==> config.mk <==
export PLATFORM = sky130hd
export DESIGN_NAME = full_adder_8
export DESIGN_NICKNAME = d
export VERILOG_FILES = /design/src/rtl/full_adder_8_pkg.sv /design/src/rtl/full_adder_8_fa_bit.sv /design/src/rtl/full_adder_8.sv
export SDC_FILE = /design/constraint.sdc
export NUM_CORES = 1
export LEC_CHECK = 0
export ABC_CLOCK_PERIOD_IN_PS = 7800
export CAP_MARGIN = 40
export CORE_AREA = 4 4 41 43
export DETAILED_ROUTE_END_ITERATION = 10
export DIE_AREA = 0 0 45 47
export MAX_ROUTING_LAYER = met4
export PLACE_DENSITY_LB_ADDON = 0.2
export SLEW_MARGIN = 20
export SYNTH_ARGS = -nofsm -noshare
export SYNTH_HDL_FRONTEND = slang
export SYNTH_SLANG_ARGS = --single-unit
==> constraint.sdc <==
create_clock -name clk -period 7.8 [get_ports clk]
set_clock_uncertainty 0.2 [all_clocks]
set_input_delay 1.56 -clock clk [delete_from_list [all_inputs] [get_ports clk]]
set_output_delay 1.56 -clock clk [all_outputs]
set_load 0.1 [all_outputs]
==> src/rtl/full_adder_8_pkg.sv <==
// full_adder_8_pkg
// Shared constants for the registered 8-bit ripple adder.
//   WIDTH    : operand width (fixed at 8)
//   SUM_RST  : value of sum after reset
//   COUT_RST : value of c_out after reset
package full_adder_8_pkg;

    localparam int WIDTH = 8;
    localparam logic [WIDTH-1:0] SUM_RST  = '0;
    localparam logic             COUT_RST = 1'b0;

    // Full 9-bit result as seen on {c_out, sum}.
    typedef struct packed {
        logic             c_out;
        logic [WIDTH-1:0] sum;
    } add_result_t;

endpackage

==> src/rtl/full_adder_8_fa_bit.sv <==
// fa_bit
// One-bit combinational full adder cell, chained to form the ripple adder.
// Ports:
//   a, b   : operand bits
//   c_in   : carry from the previous cell
//   sum    : sum bit
//   c_out  : carry to the next cell
module fa_bit (
    input  logic a,
    input  logic b,
    input  logic c_in,
    output logic sum,
    output logic c_out
);

    logic prop;

    assign prop  = a ^ b;
    assign sum   = prop ^ c_in;
    assign c_out = (a & b) | (c_in & prop);

endmodule

==> src/rtl/full_adder_8.sv <==
// full_adder_8
// Registered 8-bit unsigned adder built from a ripple chain of fa_bit cells.
// {c_out, sum} holds the 9-bit result of the operands sampled on the previous
// rising edge of clk.
// Ports:
//   clk   : system clock, rising edge
//   rst   : synchronous reset, active-high
//   a, b  : unsigned operands
//   c_in  : carry-in, present only when FULL_ADDER_8_CIN_EN is defined
//   sum   : registered result bits [7:0]
//   c_out : registered carry out of bit 7
// Build option:
//   FULL_ADDER_8_CIN_EN : adds the c_in port; otherwise carry-in is tied to 0.
module full_adder_8
    import full_adder_8_pkg::*;
(
    input  logic             clk,
    input  logic             rst,
    input  logic [WIDTH-1:0] a,
    input  logic [WIDTH-1:0] b,
`ifdef FULL_ADDER_8_CIN_EN
    input  logic             c_in,
`endif
    output logic [WIDTH-1:0] sum,
    output logic             c_out
);

    logic [WIDTH:0]   carry;
    logic [WIDTH-1:0] sum_n;
    add_result_t      result_n;

`ifdef FULL_ADDER_8_CIN_EN
    assign carry[0] = c_in;
`else
    assign carry[0] = 1'b0;
`endif

    for (genvar i = 0; i < WIDTH; i++) begin : g_chain
        fa_bit u_fa_bit (
            .a     (a[i]),
            .b     (b[i]),
            .c_in  (carry[i]),
            .sum   (sum_n[i]),
            .c_out (carry[i+1])
        );
    end

    assign result_n.sum   = sum_n;
    assign result_n.c_out = carry[WIDTH];

    always_ff @(posedge clk) begin
        if (rst) begin
            sum   <= SUM_RST;
            c_out <= COUT_RST;
        end else begin
            sum   <= result_n.sum;
            c_out <= result_n.c_out;
        end
    end

endmodule

==> results of run 1 <==
[sequential cells by signal, summed over array words and instances (netlist names)]
signal and flops:
sum 8, c_out 1
[cell type report]
class | count | area [sq um]
fillers | 107 | 465.4
repair buffers | 35 | 395.4
multi-input cells | 17 | 203.9
flip-flops and latches | 9 | 180.2
clock buffers | 4 | 26.28
well taps | 15 | 18.77
inverters | 3 | 11.26
[cell families after synthesis]
group	Yosys count	synth area share, %
DFF	9	45.57
and+or+nand+nor	9	12.97
adders and majority gates	8	38.61
buffers and inverters	3	2.848
[power by group through the flow]
stage / sequential, W / combinational [W] / clock [W]
6_report: 0.0000526 / 0.0000873 / 0.0000358
5_1_grt: 0.0000532 / 0.0000921 / 0.0000378
4_1_cts: 0.0000526 / 0.0000885 / 0.0000367
3_5_place_dp: 0.0000537 / 0.0000883 / 0
3_3_place_gp: 0.0000535 / 0.0000705 / 0
2_1_floorplan: 0.0000928 / 0.00000884 / 0
[synth_stat cells]
cell type / count / area share [%]
inv_1: 3 / 2.8
ha_1: 1 / 3.2
dfxtp_1: 9 / 46
fa_1: 7 / 35
nor2_1: 2 / 1.9
nor2b_1: 7 / 11
[placed cells by master (no fill, tap or decap)]
cell and n:
fa_1 7, clkdlybuf4s50_1 26, clkbuf_1 1, buf_8 9
ha_1 1, dfxtp_1 9, nor2b_1 7, inv_1 3
nor2_1 2, clkbuf_4 3
[worst max-delay path, delay by kind of cell]
kind	cells	cell delay [ns]
buf+inv	2	0.49
fa+ha+maj	8	2.92
simple gates	1	0.08
[routing by layer]
metal  global-route usage [%]  vias up
met5                        -        -
met3                    2.299        2
li1                         -      162
met1                    7.765      150
met2                    18.36       19
met4                    8.772        0
[metrics by stage]
step / util (%) / worst slack (ns) / area (sq um) / total power [W] / hold WS (ns)
2_1_floorplan: - / 3.010 / 395.4 / 0.0001017 / 1.432
3_3_place_gp: 51.83 / 2.468 / 674.4 / 0.0001240 / 2.069
3_5_place_dp: 62.21 / 2.452 / 809.5 / 0.0001420 / 2.064
4_1_cts: 64.23 / 2.715 / 835.8 / 0.0001779 / 1.788
5_1_grt: 64.23 / 2.540 / 835.8 / 0.0001831 / 1.829
6_report: 64.23 / 2.748 / 835.8 / 0.0001757 / 1.793
[how the worst max path moves through the flow]
stage,slack (ns),to,depth (start not counted)
2_1_floorplan,3.01,sum[7],10
3_3_place_gp,2.47,sum[7],11
3_5_place_dp,2.45,sum[7],11
4_1_cts,2.71,sum[7],11
5_1_grt,2.54,sum[7],11
6_report,2.75,sum[7],11
==> flow_summary.toml, run 1 <==
[run_status]
outcome = "complete, no violations"

[worst_hold_path]
hold_class = "in2reg"
holdPathStages = 4
min_to = "sum[7]"
hp-start = "b[7]"

[detailed_routing]
finalWirelength_um = 849
wl_met2_um = 461
ant_nets = 0
drc = 0
drt-met1-wl_um = 285
vias_per_cell = 4.012
routedWlPerCell_um = 10.23
route.met3.wl_um = 79
first_pass_iters = 1
top_layer_used = "met4"
drtIter0Drc = 0
vias = 333

[grt]
track_usage_pct = 9.827
grt_pass1_vias = 334
grt_first_pass_wirelength_um = 1311
grt_max_degree = 10
antenna_found_initial = 0
grt-ovfl-total = 0

[synthesis]
syn_nets = 55
synth.avg_cell_area_sq_um = 13.63
yosys.cell_types.count = 6
synth_seq_cells = 9
synth_cells = 29
synth.yosys.seq_area_share_pct = 45.57
yosys_warnings = 0
synth_area_sq_um = 395.4

[cells_and_area]
finalNonFillerCells = 83
drive_above_1_share_pct = 17.65
nets = 95
diodes = 0
synthToLayoutAreaGrowth_pct = 111.4

[placement]
placement.io_buffers = 26
gp_congestion = 0.6063
dpl.cell_count = 79
hpwl_um = 736.5

[sta]
max_freq_mhz = 198.0
drv_slew = 0
post-route-min-period_ns = 5.052
post-route-period-util_pct = 64.77
slew_headroom_pct = 77.62
rsz0062_at_grt = "false"
hold_viol = 0
tns_ns = 0
finalSetupViolCount = 0
worstMarginPinSlew_ns = 0.3347

[pwr]
p_per_area_mw_per_mm2 = 210.2
p_int_w = 0.0001070
ir_worst_vdd_uv = 81.43
p_switching_w = 0.00006876
p_clk_share_pct = 20.4
pwr-share-comb_pct = 49.7
swShare_pct = 39.13
leakage_nw = 0.3506
seq_power_share_pct = 29.9

[cts]
clkTransAtPathRegs_ns = 0.06
ctsHoldBuffers = 0
numCtsBuffers = 3
cts_tree = "built"
cts_buffer_depth = 2
cts_max_level = 1
cts_root_buf = "clkbuf_4"
post_cts_resized = 0
post_cts_buffers = 0
cts.sinks = 9

[floorplanning]
die_x_um = 45
initial_core_util_pct = 30.38
dieArea_sq_mm = 0.002115
core_sq_mm = 0.001301
io_pins = 27
die_y_um = 47
num_rows = 13

[setup_path]
start_kind = "input pin"
worstSetupEndpointType = "flop"
critPathSlowestCell = "clkdlybuf4s50_1"
critical_path_arrival_ns = 5.05
critPathMostFrequentCell = "fa_1"
critical_path_class = "in2reg"
crit_chain = "clkdlybuf4s50_1 -> ha_1 -> fa_1 -> fa_1 -> fa_1 -> fa_1 -> fa_1 -> fa_1 -> inv_1 -> fa_1 -> nor2_1"
startpoint = "a[0]"
critPathMaxStageDelay_ns = 0.41
critPathMaxFanout = 1
worst_ep_required_time_ns = 7.79

[job]
cap_violations = 0
Note: power is estimated with default switching activity, not from simulation.
==> run 2, diff against run 1 <==
--- a/config.mk
+++ b/config.mk
@@ -5,7 +5,7 @@
 export SDC_FILE = /design/constraint.sdc
 export NUM_CORES = 1
 export LEC_CHECK = 0
-export ABC_CLOCK_PERIOD_IN_PS = 7800
+export ABC_CLOCK_PERIOD_IN_PS = 5060
 export CAP_MARGIN = 40
 export CORE_AREA = 4 4 41 43
 export DETAILED_ROUTE_END_ITERATION = 10
==> constraint.sdc (replaced) <==
create_clock -name clk -period 5.06 [get_ports clk]
set_clock_uncertainty 0.2 [all_clocks]
set_input_delay 1.012 -clock clk [delete_from_list [all_inputs] [get_ports clk]]
set_output_delay 1.012 -clock clk [all_outputs]
set_load 0.1 [all_outputs]
==> flow_summary.toml, run 2 (same netlist as run 1, synthesis figures left out) <==
[sta]
finalWorstSetupSlack_ns = 0.5546
holdWs_ns = 1.252
max_freq_mhz = 222.0
post-route-min-period_ns = 4.505
finalSetupViolCount = 0
tns_ns = 0
rsz0062_at_grt = "false"
drv_slew = 0
slew_headroom_pct = 77.67
hold_viol = 0
post-route-period-util_pct = 89.04
worstMarginPinSlew_ns = 0.3339

[detailed_routing]
ant_nets = 0
drc = 0
routedWlPerCell_um = 10.19
finalWirelength_um = 846
drtIter0Drc = 1
vias_per_cell = 4.133
first_pass_iters = 2
vias = 343

[grt]
grt_pass1_vias = 350
grt_first_pass_wirelength_um = 1414
track_usage_pct = 10.33
grt-ovfl-total = 0
antenna_found_initial = 0
grt_max_degree = 10

[job]
cap_violations = 0

[floorplanning]
core_sq_mm = 0.001301
die_x_um = 45
io_pins = 27
num_rows = 13
initial_core_util_pct = 30.38
die_y_um = 47
dieArea_sq_mm = 0.002115

[cells_and_area]
final_common_cell = "clkdlybuf4s50_1"
fillCellCount = 125
diodes = 0
layout_common_cells = "clkdlybuf4s50_1, dfxtp_1, buf_8"
nets = 95
regMostFlops = "sum"
multi_input_area_sq_um = 203.9
finalNonFillerCells = 83
largest_register_ff_count = 8
reg.largest.list = "sum x8, c_out x1"
synthToLayoutAreaGrowth_pct = 111.4
seqCellArea_sq_um = 180.2
drive_above_1_share_pct = 17.65
fin_util_pct = 64.23

[setup_path]
worst_ep_required_time_ns = 5.06
start_kind = "input pin"
crit_chain = "clkdlybuf4s50_1 -> ha_1 -> fa_1 -> fa_1 -> fa_1 -> fa_1 -> fa_1 -> fa_1 -> inv_1 -> fa_1 -> nor2_1"
critPathSlowestCell = "clkdlybuf4s50_1"
critical_path_class = "in2reg"
critPathMaxFanout = 1
critical_path_arrival_ns = 4.50
worstSetupEndpointType = "flop"
critPathMostFrequentCell = "fa_1"
critPathMaxStageDelay_ns = 0.40

[run_status]
outcome = "complete, no violations"

[worst_hold_path]
hold_class = "in2reg"
min_to = "sum[7]"
hp-start = "b[7]"
holdPathStages = 4

[cts]
ctsHoldBuffers = 0
post_cts_resized = 0
cts_root_buf = "clkbuf_4"
cts_tree = "built"
cts.sinks = 9
cts_max_level = 1
post_cts_buffers = 0
clkTransAtPathRegs_ns = 0.06
cts_buffer_depth = 2
numCtsBuffers = 3

[pwr]
p_per_area_mw_per_mm2 = 323.9
ir_worst_vdd_uv = 107.4
leakage_nw = 0.3506

[placement]
place_ws_ns = 0.2625
dpl.cell_count = 79
placement.io_buffers = 26
gp_congestion = 0.6539
hpwl_um = 757.2
run 2: cell type report:
cell class / count / area share [%]
tap: 15 / 2.246
multi-input combinational: 17 / 24.40
clock buffer: 4 / 3.144
timing repair buffer: 35 / 47.31
sequential: 9 / 21.56
inverter: 3 / 1.347
run 2: per-layer routing:
layer | wire length [um] | share of wire, % | up-vias | GRT usage, %
li1 | - | - | 162 | -
met1 | 282 | 33 | 159 | 8.962
met2 | 471 | 56 | 20 | 17.80
met3 | 85 | 10 | 2 | 5.747
met4 | 7 | 0.83 | 0 | 5.263
met5 | 0 | 0 | - | -
run 2: through the flow:
stage	instance area, sq um	total power, W
after floorplan	395.4	0.0001567
after global placement	674.4	0.0001911
after detailed placement	809.5	0.0002190
after CTS	835.8	0.0002770
after global routing	835.8	0.0002853
final	835.8	0.0002708
run 2: power by group:
| group | internal [W] | total [W] | switching (W) |
|---|---|---|---|
| Combinational | 0.0000556 | 0.000135 | 0.0000795 |
| Sequential | 0.0000791 | 0.0000809 | 0.00000176 |
| Clock | 0.0000303 | 0.0000547 | 0.0000243 |
run 2: how the worst max path moves through the flow:
stage          from      to  cells past startpoint
2_1_floorplan  a[0]  sum[7]                     10
3_3_place_gp   a[0]  sum[7]                     11
3_5_place_dp   a[0]  sum[7]                     11
4_1_cts        a[0]  sum[7]                     11
5_1_grt        a[0]  sum[7]                     11
6_report       a[0]  sum[7]                     11
run 2: critical path, delay by kind of cell:
family	cells	cell delay, ns
buffers and inverters	2	0.47
adder cells (fa/ha/maj)	8	2.94
AND/OR/NAND/NOR	1	0.08
==> patch 1 (config.mk and constraints of run 2) <==
Make the reset (`rst`) asynchronous in one clocked block. Comments in the files are not updated.
--- a/src/rtl/full_adder_8.sv
+++ b/src/rtl/full_adder_8.sv
@@ -49,5 +49,5 @@
     assign result_n.c_out = carry[WIDTH];
 
-    always_ff @(posedge clk) begin
+    always_ff @(posedge clk or posedge rst) begin
         if (rst) begin
             sum   <= SUM_RST;
Formal check against the unedited RTL: differs if rst is asserted again (counterexample within 4 cycles, from zero or initial values and one cycle with rst high); with rst held inactive, the same outputs for 10 cycles.
==> patch 1 against run 2 <==
  * Routed wire length rose by 6.6%
  * Area after synthesis rose by 1.3%
  * Power rose by 21%
  * Sequential cell count did not move
  * Maximum frequency fell by 0.34%
  * Highest routed layer unchanged
  * Cell area rose by 0.60%
  * Setup slack got worse by 0.015 ns
  * Final cell count fell by 7.2%
  * Clock power fell by 4.4%
  * First-iteration DRC count fell by 100%
==> patch 1: results (changes against run 2) <==
| Metric | Value |
|---|---|
| Post-Route WL | 902 um (was 846 um) |
| Setup bufs post-CTS | 0 (unchanged) |
| First-pass GRT wire length | 1400 um (was 1410 um) |
| Cell variety after synth | 4 (was 6) |
| Top Family by Delay on Critical Path | adder cells (unchanged) |
| Vias in the first global route | 386 (was 350) |
| Gp weighted congestion | 0.662 (was 0.654) |
| Rel. slew slack | 78.7% (was 77.7%) |
| Antenna fix cells | 0 (unchanged) |
| Sequential element share of the synthesized area | 56.3% (was 45.6%) |
| Largest regs | sum (8), c_out (1) (unchanged) |
| Synth top area cells | dfrtp_1 (56%), fa_1 (35%), inv_1 (5.6%), ha_1 (3.1%) (was dfxtp_1 (46%), fa_1 (35%), nor2b_1 (11%), ha_1 (3.2%), inv_1 (2.8%)) |
| Critical path's slowest cell | clkdlybuf4s50_1 (unchanged) |
| Crit path DAT | 4.52 ns (was 4.50 ns) |
| H-tree levels | 1 (unchanged) |
| Worst-path clk slew | 0.06 ns (about the same) |
| Crit path largest cell delay | 0.41 ns |
| Number of detailed-route iterations in the first pass | 1 (was 2) |
| Largest net degree at the start of global routing | 10 (unchanged) |
| 1st-iter DRT viols | 0 (was 1) |
| Setup WS pre-CTS | 0.233 ns (was 0.262 ns) |
| # fillers | 103 (was 125) |
| Max clock buf depth | 2 (unchanged) |
| Post-CTS sizing | 0 (unchanged) |
| Worst hold path class | in -> async (was in -> reg) |
| Placed Cells | 73 (was 79) |
| Worst-case vdd ir drop | 0.255 mV (was 0.107 mV) |
| DR WL/cell | 11.7 um (was 10.2 um) |
| Initial antenna violation count | 0 (unchanged) |
| Max FO, Critical Path | 1 (unchanged) |
| Core box area | 1300 um2 (unchanged) |
| Post-synthesis async set-or-reset flop share | 100% (was 0%) |
| Status | finished clean (unchanged) |
| Number of port buffers | 26 (unchanged) |
| Top cells by count, synth | dfrtp_1 (9), fa_1 (7), inv_1 (6) (was dfxtp_1 (9), fa_1 (7), nor2b_1 (7)) |
| Root Driver | clkbuf_4 (unchanged) |
| Total track usage | 10.8% (was 10.3%) |
| Syn Area/Cell | 17.4 um2 (was 13.6 um2) |
| Top FF cell, synth | dfrtp_1 (was dfxtp_1) |
| Inserted Clock Buffers | 3 (unchanged) |
| Ys Warns | 0 (unchanged) |
| Vias | 301 (was 343) |
| Final Net Count | 89 (was 95) |
| Syn nets | 49 (was 55) |
| LEAKAGE | 0.381 nW (was 0.351 nW) |
| Layout cells sized above 1 | 19.4% (was 17.6%) |
==> patch 1: where the power goes <==
group          internal [mW]  leakage [nW]  switching (mW)
logic                 0.0707         0.261           0.116
registers             0.0841         0.105         0.00342
clock network         0.0302        0.0150          0.0221
total                  0.185         0.381           0.142
==> patch 1: worst paths after layout <==
| check | startpoint | end | slack, ns |
|---|---|---|---|
| worst max-delay path | a[0] | sum[7]$_DFF_PP0_ | 0.54 |
| worst min-delay path | rst | sum[2]$_DFF_PP0_ | 0.81 |
| max in group asynchronous | rst | sum[5]$_DFF_PP0_ | 3.61 |
| min in group clk | b[0] | sum[0]$_DFF_PP0_ | 1.18 |
==> patch 1: metrics by stage <==
step,util (%),instance area [um2]
5_1_grt,64.6,841
3_5_place_dp,62.6,815
2_1_floorplan,-,400
4_1_cts,64.6,841
6_report,64.6,841
3_3_place_gp,52.2,679
==> patch 1: kinds of logic after synthesis <==
group / synth area share (%)
flip-flops: 56.3
adder cells (fa/ha/maj): 38.1
buffers and inverters: 5.62
==> patch 1: routing by layer <==
layer | vias to the layer above | share of wire (%) | global-route usage [%]
met3 | 2 | 9.0 | 5.75
met5 | - | 0 | -
met4 | 0 | 0.44 | 5.26
li1 | 141 | - | -
met1 | 140 | 26 | 6.83
met2 | 18 | 64 | 21.8
==> patch 1: layout make-up <==
cell class              instances  area [um2]  share of cell area, %
inverters                       6        22.5                   2.68
repair buffers                 35         395                   47.0
well taps                      15        18.8                   2.23
flip-flops and latches          9         225                   26.8
clock buffers                   4        26.3                   3.13
multi-input cells               8         153                   18.2
==> patch 2 (settings of run 2) <==
Made on the original files. Build with the macro `FULL_ADDER_8_CIN_EN` defined.
--- a/src/rtl/full_adder_8.sv
+++ b/src/rtl/full_adder_8.sv
@@ -12,4 +12,6 @@
 // Build option:
 //   FULL_ADDER_8_CIN_EN : adds the c_in port; otherwise carry-in is tied to 0.
+`define FULL_ADDER_8_CIN_EN
+
 module full_adder_8
     import full_adder_8_pkg::*;
Interface: changed (added c_in); port bits go from 27 to 28. The function was not compared with the original's and may differ.
==> patch 2 against run 2 <==
  * Power up 1.6%
  * Via count rose by 1.2%
  * Setup slack lost 0.095 ns
  * Area after synthesis up 5.1%
  * Cell area up 3.6%
  * Routed wire length fell by 13%
  * Sequential cell count is the same
  * Largest cell class unchanged
==> patch 2: results (changes against run 2) <==
| Metric | Value |
|---|---|
| Status | finished clean (unchanged) |
| Sequential element share of the synthesized area | 43.4% (was 45.6%) |
| Peak Freq | 217 MHz (was 222 MHz) |
| Mapped Cells | 33 (was 29) |
| Top cells by count, synth | dfxtp_1 (9), fa_1 (8), inv_1 (7) (was dfxtp_1 (9), fa_1 (7), nor2b_1 (7)) |
| Non-Filler Instances | 88 (was 83) |
| GR Util met3 | 2.30% (was 5.75%) |
| Total track usage | 7.95% (was 10.3%) |
| Number of port buffers | 27 (was 26) |
| Multi-input gate area | 209 um2 (was 204 um2) |
| Placed Cells | 84 (was 79) |
| Final Net Count | 101 (was 95) |
| First-pass GRT wire length | 1080 um (was 1410 um) |
| LEAKAGE | 0.374 nW (was 0.351 nW) |
| Worst Max-Slew Pin Slew | 0.290 ns (was 0.334 ns) |
| GR Util met2 | 14.7% (was 17.8%) |
| Synth top area cells | dfxtp_1 (43%), fa_1 (39%), nor2b_1 (9.0%), inv_1 (6.3%), nor2_1 (2.7%) (was dfxtp_1 (46%), fa_1 (35%), nor2b_1 (11%), ha_1 (3.2%), inv_1 (2.8%)) |
| Worst-case vdd ir drop | 0.115 mV (was 0.107 mV) |
| Number of detailed-route iterations in the first pass | 4 (was 2) |
| Crit path DAT | 4.58 ns (was 4.50 ns) |
| Setup WS pre-CTS | 0.174 ns (was 0.262 ns) |
| Gp weighted congestion | 0.604 (was 0.654) |
| Vias | 347 (was 343) |
| Post-DP HPWL | 707 um (was 757 um) |
| Synth Area in Adders | 38.6% (about the same) |
-- patch 2: cell types whose count changed after synthesis --
cell	delta
nor2b_1	-1
fa_1	+1
nor2_1	+1
ha_1	-1
inv_1	+4
-- patch 2: logic make-up (layout without fill, tap and decap cells) --
logic type | Yosys count | after routing
DFF | 9 | 9
adders and majority gates | 8 | 8
buffers and inverters | 7 | 47
and+or+nand+nor | 9 | 9
-- patch 2: power groups by stage --
stage | logic, mW | registers (mW) | clock network, mW
2_1_floorplan | 0.0153 | 0.147 | 0
3_3_place_gp | 0.115 | 0.0831 | 0
3_5_place_dp | 0.144 | 0.0834 | 0
4_1_cts | 0.144 | 0.0819 | 0.0542
5_1_grt | 0.149 | 0.0824 | 0.0573
6_report | 0.142 | 0.0817 | 0.0514
-- patch 2: worst max-delay path: cells and delay by family --
family | cells | cell delay, ns
AND/OR/NAND/NOR | 1 | 0.10
buffers and inverters | 4 | 0.60
adder cells (fa/ha/maj) | 8 | 2.88
-- patch 2: cell type report --
type | count | share of cell area (%)
multi-input cells | 17 | 24.1
well taps | 15 | 2.17
flip-flops and latches | 9 | 20.8
repair buffers | 36 | 46.8
clock buffers | 4 | 3.03
inverters | 7 | 3.03
-- patch 2: routing by layer --
layer	wire [um]	part of all wire, %
met5	0	0
met4	21	2.9
met3	75	10
met2	375	51
met1	263	36
-- patch 2: worst min-delay path by stage --
stage               startpoint           endpoint  cells after the start
floorplan                  rst   c_out$_SDFF_PP0_                      1
global placement          c_in  sum[0]$_SDFF_PP0_                      4
detailed placement        c_in  sum[0]$_SDFF_PP0_                      4
CTS                       c_in  sum[0]$_SDFF_PP0_                      4
global route              c_in  sum[0]$_SDFF_PP0_                      4
finish                    c_in  sum[0]$_SDFF_PP0_                      4
